--- config.mk ---
export PLATFORM = sky130hd
export DESIGN_NAME = memfifo_sim_gen_flat
export DESIGN_NICKNAME = d
export VERILOG_FILES = /design/src/rtl/memfifo_sim_gen_pkg.sv /design/src/rtl/memfifo_sim_gen_if.sv /design/src/rtl/memfifo_sim_gen_lfsr16.sv /design/src/rtl/memfifo_sim_gen.sv /design/src/flat_wrapper.sv
export SDC_FILE = /design/constraint.sdc
export NUM_CORES = 1
export LEC_CHECK = 0
export ABC_AREA = 1
export CORE_UTILIZATION = 45
export DETAILED_ROUTE_END_ITERATION = 6
export PLACE_DENSITY = 0.81
export SETUP_SLACK_MARGIN = 0.05
export SYNTH_ARGS = -nofsm -noshare
export SYNTH_HDL_FRONTEND = slang
export SYNTH_SLANG_ARGS = --single-unit
--- constraint.sdc ---
create_clock -name CLK -period 2.9 [get_ports CLK]
set_input_delay 0.435 -clock CLK [delete_from_list [all_inputs] [get_ports CLK]]
set_output_delay 0.435 -clock CLK [all_outputs]
set_load 0.03 [all_outputs]
--- src/rtl/memfifo_sim_gen_pkg.sv ---
// Shared types and word layout for the simulated memory-FIFO source.
// Word = {EWTAG, packet index, payload, 15'b0, half}; two words per 128-bit packet.
package memfifo_sim_gen_pkg;

  typedef enum logic [1:0] {
    ST_IDLE   = 2'd0,
    ST_WAIT   = 2'd1,
    ST_STREAM = 2'd2,
    ST_FINISH = 2'd3
  } state_e;

  localparam int EWTAG_MSB = 63;
  localparam int EWTAG_LSB = 48;
  localparam int PIDX_MSB  = 47;
  localparam int PIDX_LSB  = 32;
  localparam int PAY_MSB   = 31;
  localparam int PAY_LSB   = 16;

  localparam int WORDS_PER_PCKT = 2;

  // An all-zero seed would lock the LFSR, so EWTAG 0 seeds with this instead.
  localparam logic [15:0] LFSR_SEED_ZERO = 16'h0001;

  function automatic logic [63:0] pack_word(
    input logic [15:0] ewtag,
    input logic [15:0] pidx,
    input logic [15:0] pay,
    input logic        half
  );
    logic [63:0] w;
    w = '0;
    w[EWTAG_MSB:EWTAG_LSB] = ewtag;
    w[PIDX_MSB:PIDX_LSB]   = pidx;
    w[PAY_MSB:PAY_LSB]     = pay;
    w[0]                   = half;
    return w;
  endfunction

endpackage

--- src/rtl/memfifo_sim_gen_if.sv ---
// Request and first-word-fall-through data bus of the simulated memory-FIFO source.
// master = requester/consumer side, slave = generator side.
interface memfifo_sim_gen_if;

  logic        REQ_VALID;
  logic [15:0] REQ_EWTAG;
  logic [15:0] REQ_PCKTS;
  logic        SIM_DATA_RE;
  logic        SIM_DATA_READY;
  logic [15:0] SIM_DATA_PCKTS;
  logic [63:0] SIM_DATA;
  logic        BUSY;
  logic        DONE;

  modport master (
    output REQ_VALID, REQ_EWTAG, REQ_PCKTS, SIM_DATA_RE,
    input  SIM_DATA_READY, SIM_DATA_PCKTS, SIM_DATA, BUSY, DONE
  );

  modport slave (
    input  REQ_VALID, REQ_EWTAG, REQ_PCKTS, SIM_DATA_RE,
    output SIM_DATA_READY, SIM_DATA_PCKTS, SIM_DATA, BUSY, DONE
  );

endinterface

--- src/rtl/memfifo_sim_gen_lfsr16.sv ---
// 16-bit Fibonacci LFSR, x^16+x^14+x^13+x^11+1; LOAD has priority over STEP.
// Latency: Q updates one cycle after LOAD/STEP; no backpressure.
module sim_lfsr16
  import memfifo_sim_gen_pkg::*;
(
  input  logic        CLK,
  input  logic        RESET_N,
  input  logic        LOAD,
  input  logic [15:0] SEED,
  input  logic        STEP,
  output logic [15:0] Q
);

  logic [15:0] r_q;
  logic        w_fb;

  assign w_fb = r_q[15] ^ r_q[13] ^ r_q[12] ^ r_q[10];

  always_ff @(posedge CLK or negedge RESET_N) begin
    if (!RESET_N) begin
      r_q <= LFSR_SEED_ZERO;
    end else if (LOAD) begin
      r_q <= SEED;
    end else if (STEP) begin
      r_q <= {r_q[14:0], w_fb};
    end
  end

  assign Q = r_q;

endmodule

--- src/rtl/memfifo_sim_gen.sv ---
// Simulated memory-FIFO source: READY rises LATENCY cycles after the request edge, then FWFT words, one per SIM_DATA_RE.
// Payload is PATTERN, or an EWTAG-seeded LFSR when SIM_GEN_LFSR_EN is defined.
module memfifo_sim_gen
  import memfifo_sim_gen_pkg::*;
#(
  parameter int          LATENCY   = 16,
  parameter int          MAX_PCKTS = 1023,
  parameter logic [15:0] PATTERN   = 16'hCAFE
) (
  input logic              CLK,
  input logic              RESET_N,
  memfifo_sim_gen_if.slave bus
);

  state_e      r_state;
  state_e      w_state_nxt;
  logic [15:0] r_ewtag;
  logic [15:0] w_ewtag_nxt;
  logic [15:0] r_pckts;
  logic [15:0] w_pckts_nxt;
  logic [15:0] r_lat_cnt;
  logic [15:0] w_lat_cnt_nxt;
  logic [15:0] r_pidx;
  logic [15:0] w_pidx_nxt;
  logic        r_half;
  logic        w_half_nxt;

  logic [15:0] w_req_p;
  logic        w_accept;
  logic        w_pop;
  logic        w_last;
  logic [15:0] w_pay;

  assign w_req_p  = (bus.REQ_PCKTS > 16'(MAX_PCKTS)) ? 16'(MAX_PCKTS) : bus.REQ_PCKTS;
  assign w_accept = (r_state == ST_IDLE) && bus.REQ_VALID;
  assign w_pop    = (r_state == ST_STREAM) && bus.SIM_DATA_RE;
  assign w_last   = (r_pidx == (r_pckts - 16'd1)) && (r_half == 1'(WORDS_PER_PCKT - 1));

  always_ff @(posedge CLK or negedge RESET_N) begin
    if (!RESET_N) begin
      r_state   <= ST_IDLE;
      r_ewtag   <= '0;
      r_pckts   <= '0;
      r_lat_cnt <= '0;
      r_pidx    <= '0;
      r_half    <= 1'b0;
    end else begin
      r_state   <= w_state_nxt;
      r_ewtag   <= w_ewtag_nxt;
      r_pckts   <= w_pckts_nxt;
      r_lat_cnt <= w_lat_cnt_nxt;
      r_pidx    <= w_pidx_nxt;
      r_half    <= w_half_nxt;
    end
  end

  always_comb begin
    w_state_nxt   = r_state;
    w_ewtag_nxt   = r_ewtag;
    w_pckts_nxt   = r_pckts;
    w_lat_cnt_nxt = r_lat_cnt;
    w_pidx_nxt    = r_pidx;
    w_half_nxt    = r_half;
    case (r_state)
      ST_IDLE: begin
        if (bus.REQ_VALID) begin
          w_ewtag_nxt   = bus.REQ_EWTAG;
          w_pckts_nxt   = w_req_p;
          w_lat_cnt_nxt = 16'(LATENCY);
          w_pidx_nxt    = '0;
          w_half_nxt    = 1'b0;
          w_state_nxt   = (w_req_p == 16'd0) ? ST_FINISH : ST_WAIT;
        end
      end
      ST_WAIT: begin
        // Leaving on count 1 lands READY exactly LATENCY edges after acceptance.
        if (r_lat_cnt <= 16'd1) begin
          w_lat_cnt_nxt = '0;
          w_state_nxt   = ST_STREAM;
        end else begin
          w_lat_cnt_nxt = r_lat_cnt - 16'd1;
        end
      end
      ST_STREAM: begin
        if (w_pop) begin
          if (w_last) begin
            w_state_nxt = ST_FINISH;
          end else begin
            w_half_nxt = ~r_half;
            if (r_half) begin
              w_pidx_nxt = r_pidx + 16'd1;
            end
          end
        end
      end
      ST_FINISH: begin
        w_state_nxt = ST_IDLE;
        w_ewtag_nxt = '0;
        w_pckts_nxt = '0;
        w_pidx_nxt  = '0;
        w_half_nxt  = 1'b0;
      end
      default: begin
        w_state_nxt = ST_IDLE;
      end
    endcase
  end

`ifdef SIM_GEN_LFSR_EN
  logic [15:0] w_seed;

  assign w_seed = (bus.REQ_EWTAG == 16'd0) ? LFSR_SEED_ZERO : bus.REQ_EWTAG;

  sim_lfsr16 u_lfsr (
    .CLK     (CLK),
    .RESET_N (RESET_N),
    .LOAD    (w_accept),
    .SEED    (w_seed),
    .STEP    (w_pop),
    .Q       (w_pay)
  );
`else
  logic w_unused_accept;

  assign w_unused_accept = w_accept;
  assign w_pay           = PATTERN;
`endif

  assign bus.SIM_DATA_READY = (r_state == ST_STREAM);
  assign bus.BUSY           = (r_state != ST_IDLE);
  assign bus.DONE           = (r_state == ST_FINISH);
  assign bus.SIM_DATA_PCKTS = r_pckts;
  assign bus.SIM_DATA       = (r_state == ST_STREAM) ? pack_word(r_ewtag, r_pidx, w_pay, r_half)
                                                     : 64'd0;

endmodule

--- src/flat_wrapper.sv ---
// flat-port wrapper written by rule: the top's interface ports become plain ports
module memfifo_sim_gen_flat import memfifo_sim_gen_pkg::*;
#(
  parameter int          LATENCY   = 16,
  parameter int          MAX_PCKTS = 1023,
  parameter logic [15:0] PATTERN   = 16'hCAFE
)
  (CLK, RESET_N, bus_REQ_VALID, bus_REQ_EWTAG, bus_REQ_PCKTS, bus_SIM_DATA_RE, bus_SIM_DATA_READY, bus_SIM_DATA_PCKTS, bus_SIM_DATA, bus_BUSY, bus_DONE);
  memfifo_sim_gen_if bus_i ();
  input logic CLK;
  input logic RESET_N;
  input wire logic [$bits(bus_i.REQ_VALID)-1:0] bus_REQ_VALID;
  input wire logic [$bits(bus_i.REQ_EWTAG)-1:0] bus_REQ_EWTAG;
  input wire logic [$bits(bus_i.REQ_PCKTS)-1:0] bus_REQ_PCKTS;
  input wire logic [$bits(bus_i.SIM_DATA_RE)-1:0] bus_SIM_DATA_RE;
  output wire logic [$bits(bus_i.SIM_DATA_READY)-1:0] bus_SIM_DATA_READY;
  output wire logic [$bits(bus_i.SIM_DATA_PCKTS)-1:0] bus_SIM_DATA_PCKTS;
  output wire logic [$bits(bus_i.SIM_DATA)-1:0] bus_SIM_DATA;
  output wire logic [$bits(bus_i.BUSY)-1:0] bus_BUSY;
  output wire logic [$bits(bus_i.DONE)-1:0] bus_DONE;
  assign bus_i.REQ_VALID = bus_REQ_VALID;
  assign bus_i.REQ_EWTAG = bus_REQ_EWTAG;
  assign bus_i.REQ_PCKTS = bus_REQ_PCKTS;
  assign bus_i.SIM_DATA_RE = bus_SIM_DATA_RE;
  assign bus_SIM_DATA_READY = bus_i.SIM_DATA_READY;
  assign bus_SIM_DATA_PCKTS = bus_i.SIM_DATA_PCKTS;
  assign bus_SIM_DATA = bus_i.SIM_DATA;
  assign bus_BUSY = bus_i.BUSY;
  assign bus_DONE = bus_i.DONE;
  memfifo_sim_gen #(.LATENCY(LATENCY), .MAX_PCKTS(MAX_PCKTS), .PATTERN(PATTERN)) u_core (.CLK(CLK), .RESET_N(RESET_N), .bus(bus_i));
endmodule
==> results of run 1 <==
[cell families after synthesis]
family	count (synthesis)	share of synthesized area, %
DFF	67	36.3
buffers and inverters	158	16.2
adders and majority gates	8	2.17
xor gates and xnor gates	35	6.64
AOI/OAI and AO/OA	45	5.61
and+or+nand+nor	339	33.0
other	1	0.0812
[sequential cells by signal (all words and copies together) (netlist names)]
name	flops
u_core.r_lat_cnt	16
u_core.r_state	2
u_core.r_half	1
u_core.bus.SIM_DATA_PCKTS	16
u_core.r_pidx	16
u_core.r_ewtag	16
[final cells by class]
class / count / share of cell area [%]
clock buffer: 11 / 2.27
clock inverter: 5 / 1.34
inverter: 106 / 6.88
multi-input combinational: 447 / 39.4
sequential: 67 / 29.0
tap: 133 / 2.88
timing repair buffer: 108 / 18.2
[worst min path at each step]
stage / startpoint / to / slack (ns) / depth (start not counted)
global placement: u_core.r_half / u_core.r_half / 0.49 / 2
CTS: RESET_N / u_core.bus.SIM_DATA_PCKTS[2] / 0.23 / 1
global route: RESET_N / u_core.bus.SIM_DATA_PCKTS[13] / 0.28 / 1
detailed placement: u_core.r_half / u_core.r_half / 0.52 / 2
floorplan: RESET_N / u_core.bus.SIM_DATA_PCKTS[0] / 0.14 / 0
finish: RESET_N / u_core.r_pidx[6] / 0.22 / 1
[layer usage]
layer | GRT usage, % | vias to the layer above | share of wire [%]
li1 | - | 2151 | -
met4 | 8.13 | 0 | 1.7
met5 | 0 | - | 0
met1 | 27.7 | 1982 | 43
met2 | 38.4 | 133 | 50
met3 | 4.57 | 20 | 5.0
[power by group]
| group | internal (mW) | leakage, nW | switching [mW] |
|---|---|---|---|
| Clock | 0.482 | 0.103 | 0.376 |
| Combinational | 0.902 | 1.95 | 1.61 |
| Sequential | 1.21 | 0.877 | 0.282 |
[placed cells by master, fill, tap and decap left out, types with 3 or more instances in the layout]
| cell type | count |
|---|---|
| nand3b_1 | 3 |
| xnor2_1 | 15 |
| o22ai_1 | 12 |
| nor2_1 | 86 |
| nor3_1 | 9 |
| buf_4 | 10 |
| clkinv_1 | 3 |
| nor2_2 | 5 |
| xor2_1 | 20 |
| inv_2 | 3 |
| clkbuf_8 | 9 |
| nand2_2 | 5 |
| nand4_1 | 21 |
| nand2_1 | 155 |
| nor4_1 | 5 |
| nand3_1 | 38 |
| nand3_4 | 3 |
| conb_1 | 20 |
| a21oi_1 | 3 |
| clkdlybuf4s50_1 | 97 |
| inv_1 | 100 |
| o21ai_0 | 23 |
| dfrtp_1 | 67 |
| ha_1 | 7 |
[metrics by stage]
stage               utilization (%)  area, sq um  instances  total power, mW  hold slack (ns)
floorplan                         -         4690        672             3.26            0.139
global placement               56.4         5560        861             3.90            0.493
detailed placement             56.4         5560        861             3.98            0.515
CTS                            58.5         5770        877             4.85            0.234
global route                   58.6         5780        877             5.20            0.281
finish                         58.6         5780        877             4.86            0.222
[what timing repair did]
action                     4_1_cts  5_1_grt
setup endpoints to repair        0       22
setup buffers                    0        0
gates resized for setup          0        1
==> run_results.csv, run 1 <==
group,metric,value,unit
outcome,outcome,"finished, final reports clean",
sta,setup_violations,0,
worst_hold_path,hp-class,"primary input to asynchronous set/reset pin",
logic_synthesis,synth_top_cell_by_area,"dfrtp_1",
final_layout,area_growth,25.2,%
logic_synthesis,syn_inst,653,
logic_synthesis,yosys_warnings,0,
critical_path,rr_worst_depth,14,
final_layout,nNetsFinal,783,
die,core,9860,sq um
final_layout,n_antenna_cell,0,
critical_path,cpMaxStageDelayCell,"clkdlybuf4s50_1",
sta,rsz0062_at_grt,"no",
critical_path,rr_startpoint,"u_core.bus.SIM_DATA_PCKTS[0]",
critical_path,crit_fanout,17,
grt,antenna_found_initial,0,
drt,vias,4286,
power_and_ir_drop,power_leakage,2.93,nW
final_layout,drive_gt1_share,6.85,%
grt,gr-total-overflow,0,
die,std_cell_rows,36,
clock_network,cts_hold_buffers,0,
critical_path,cp.depth,6,
die,dieHeight,103,um
clock_network,path_clk_slew,0.08,ns
power_and_ir_drop,ir_worst_vdd,0.379,mV
drt,drt-total-wl,11300,um
logic_synthesis,synthesis.area,4620,sq um
critical_path,cp_slowest_stage_delay,0.66,ns
drt,drt-initial-drc-count,207,
critical_path,crit_top_cell,"inv_1",
critical_path,crit_family,"buffers and inverters",
critical_path,startpoint_type,"flop",
critical_path,critPathRequiredTime,2.47,ns
clock_network,h-tree-depth,3,
die,dieArea,10700,sq um
logic_synthesis,synth.most_common_cell,"nand2_1",
sta,tightest_slew,0.903,ns
critical_path,r2r_slack,0.50,ns
clock_network,clk_latency,0.35,ns
final_layout,n_fill_cell,909,
logic_synthesis,ys_ff_latch,67,
power_and_ir_drop,powerDensity,841,nW/um^2
sta,hold_violations,0,
sta,final_max_slew_viol_count,0,
grt,track_usage,22.3,%
logic_synthesis,synth_enable_flop_cells,0,
critical_path,critPathBufInv,4,
sta,fmax,377,MHz
die,num_io_pins,119,
placement,gp_congestion,0.928,
critical_path,path_cells,"inv_1, ha_4, buf_4, nand2_1, inv_1, clkdlybuf4s50_1",
clock_network,cts_tree,"built",
sta,setup_ws,0.245,ns
sta,finClkSkew,0.0123,ns
critical_path,setup.worst_path.end_class,"primary output",
final_layout,ff_latch_area,1680,sq um
placement,dp_slack,0.475,ns
critical_path,timing.critical_path.to,"bus_SIM_DATA[60]",
drt,drc,0,
die,die_width,103,um
logic_synthesis,ys_types,42,
drt,vias_per_cell,4.89,
critical_path,cp_data_arrival_time,2.22,ns
clock_network,cts-root-buf,"clkbuf_8",
logic_synthesis,ys_seq_area_share,36.3,%
sta,finalSetupTns,0,ns
sta,fin_crit_sh,91.6,%
run,max-cap-violations,0,
logic_synthesis,netlist_top_cells_area,"dfrtp_1 36%, nand2_1 13%, inv_1 8.1%",
grt,grt_pass1_vias,3960,
final_layout,multiInputGateArea,2280,sq um
drt,drtAntennaViolNets,0,
die,start_util,46.8,%
logic_synthesis,synthArstFlopShare,100,%
logic_synthesis,netlist_top_cells_count,"155 x nand2_1, 100 x inv_1, 86 x nor2_1",
logic_synthesis,syn_area_per_cell,7.07,sq um
sta,layout_min_cycle_time,2.66,ns
placement,io_buffers,98,
sta,slew_headroom,39.8,%
logic_synthesis,yosysTopAreaCellShare,36.3,%
clock_network,cts.sinks,67,
drt,firstDrtPassIters,7,
clock_network,numCtsBuffers,9,
logic_synthesis,ys.flop_type,"dfrtp_1",
critical_path,critPathKind,"flop to primary output",
drt,wl_per_cell,12.9,um
critical_path,setup.worst_path.start,"u_core.r_state[0]",
grt,grt_pass1_wl,18400,um
grt,grt_max_degree,39,
critical_path,worst_r2r_endpoint,"u_core.r_pidx[13]",
clock_network,clockBufferDepth,2,
placement,dp_hpwl,8380,um
Note: power is estimated with default switching activity, not from simulation.
==> run 2: changes to the inputs <==
Settings changed: SETUP_SLACK_MARGIN 0.05 to 0.5.
==> run 2 against run 1 <==
  * Die area did not move
  * Sequential share of layout area fell by 0.35 points
  * Combinational power increased by 2%
  * Clock skew is 0.0021 ns lower
  * First-iteration DRC count grew 3.4%
  * Largest power group unchanged
  * Design area is 1.2% higher
  * Global-route usage grew 0.14 points
  * Critical path type unchanged
  * Highest routed layer unchanged
  * Sequential power hardly changed
  * Total power rose by 0.83%
==> run_results.csv, run 2 (synthesized netlist as in run 1, its figures left out) <==
group,metric,value,unit
critical_path,startpoint_type,"flop",
clock_network,numCtsBuffers,9,
sta,fmax,436,MHz
sta,tightest_slew,0.891,ns
critical_path,critPathKind,"flop to primary output",
drt,drt-total-wl,11700,um
sta,fin_hold_ws,0.213,ns
drt,firstDrtPassIters,5,
die,die_width,103,um
critical_path,setup.worst_path.end_class,"primary output",
grt,grt_max_degree,39,
final_layout,ff_latch_area,1680,sq um
sta,final_max_slew_viol_count,0,
power_and_ir_drop,power_leakage,3.17,nW
grt,track_usage,22.4,%
outcome,outcome,"finished, final reports clean",
clock_network,cts-root-buf,"clkbuf_8",
final_layout,drive_gt1_share,8.76,%
drt,vias_per_cell,5.00,
placement,placed_cells_incl_taps,861,
clock_network,h-tree-depth,3,
final_layout,final_common_cell,"nand2_1",
sta,finalSetupTns,0,ns
clock_network,path_clk_slew,0.08,ns
power_and_ir_drop,powerDensity,838,nW/um^2
die,dieHeight,103,um
clock_network,clockBufferDepth,2,
worst_hold_path,hp-class,"primary input to asynchronous set/reset pin",
placement,place_area,5560,sq um
run,max-cap-violations,0,
final_layout,nNetsFinal,792,
sta,finClkSkew,0.0101,ns
die,dieArea,10700,sq um
final_layout,area_growth,26.7,%
die,start_util,46.8,%
sta,layout_min_cycle_time,2.29,ns
critical_path,critPathRequiredTime,2.47,ns
grt,grt_util_met3,4.57,%
grt,top_usage_layer,"met2",
sta,slew_headroom,40.6,%
drt,drc,0,
drt,wl_per_cell,13.3,um
placement,io_buffers,98,
final_layout,n_antenna_cell,0,
final_layout,final_util,59.3,%
die,std_cell_rows,36,
grt,use_met2,38.6,%
placement,dp_hpwl,8380,um
die,num_io_pins,119,
final_layout,multiInputGateArea,2360,sq um
clock_network,cts_tree,"built",
grt,grt_pass1_vias,3973,
grt,gr-total-overflow,0,
power_and_ir_drop,ir_worst_vdd,0.399,mV
final_layout,n_fill_cell,901,
final_layout,final_cell_mix,"154 x nand2_1, 100 x inv_1, 84 x nor2_1, 67 x dfrtp_1, 51 x clkdlybuf4s50_1",
placement,gp_congestion,0.928,
clock_network,clk_latency,0.35,ns
die,core,9860,sq um
final_layout,final_area,5850,sq um
sta,rsz0062_at_grt,"no",
grt,grt_pass1_wl,18600,um
critical_path,crit_fanout,12,
drt,drtAntennaViolNets,0,
drt,drt-initial-drc-count,214,
clock_network,cts_hold_buffers,0,
grt,grtUsageMet1,28.0,%
critical_path,cp_data_arrival_time,1.86,ns
final_layout,finalNonFillerCells,886,
drt,vias,4434,
sta,setup_violations,0,
grt,antenna_found_initial,0,
sta,hold_violations,0,
sta,fin_crit_sh,79.0,%
clock_network,cts.sinks,67,
run 2: layer usage:
metal  vias to the layer above  share of wire, %  wire length (um)
li1                       2175                 -                 -
met3                        24               6.1               713
met2                       166                50              5920
met5                         -                 0                 0
met1                      2069                42              4890
met4                         0               1.9               221
run 2: path summary, 6_finish.rpt:
| kind | to | slack, ns | start | cells past startpoint |
|---|---|---|---|---|
| setup reg to reg | u_core.r_pidx[9] | 0.67 | u_core.bus.SIM_DATA_PCKTS[0] | 13 |
| max in group asynchronous | u_core.r_lat_cnt[0] | 1.90 | RESET_N | 2 |
| setup / recovery | bus_SIM_DATA[63] | 0.61 | u_core.r_state[0] | 6 |
| min in group CLK | u_core.r_half | 0.52 | u_core.r_half | 2 |
| hold / removal | u_core.r_pidx[13] | 0.21 | RESET_N | 1 |
| hold reg to reg | u_core.r_half | 0.52 | u_core.r_half | 2 |
run 2: power breakdown:
part	total [mW]	leakage, nW	switching, mW	internal, mW
Combinational	2.55	2.19	1.66	0.886
Sequential	1.50	0.877	0.286	1.21
Clock	0.859	0.103	0.376	0.482
run 2: cell type report:
cell class	instances	area share, %
Multi-Input combinational cell	450	40.3
Sequential cell	67	28.7
Timing Repair Buffer	114	17.8
Inverter	106	6.80
Tap cell	133	2.84
Clock buffer	11	2.25
Clock inverter	5	1.33
run 2: per-stage QoR:
step,worst slack (ns),power (mW)
after floorplan,0.703,3.26
after global placement,0.565,3.90
after detailed placement,0.475,3.98
after CTS,0.506,4.81
after global routing,0.501,5.24
final,0.609,4.90
run 2: repair_timing:
item                       in CTS  in global routing
hold endpoints to repair        0                  0
pin swaps                       0                  3
resized for setup              47                 14
setup buffers                   0                  6
cloned                          1                  2
setup endpoints to repair      49                 43
run 2: worst max-delay path, stage by stage, from the launching register on:
cell and delay (ns):
dfrtp_1 0.42, inv_1 0.14, ha_4 0.24, buf_4 0.20, nand2_1 0.07, inv_1 0.05
dlygate4sd2_1 0.38
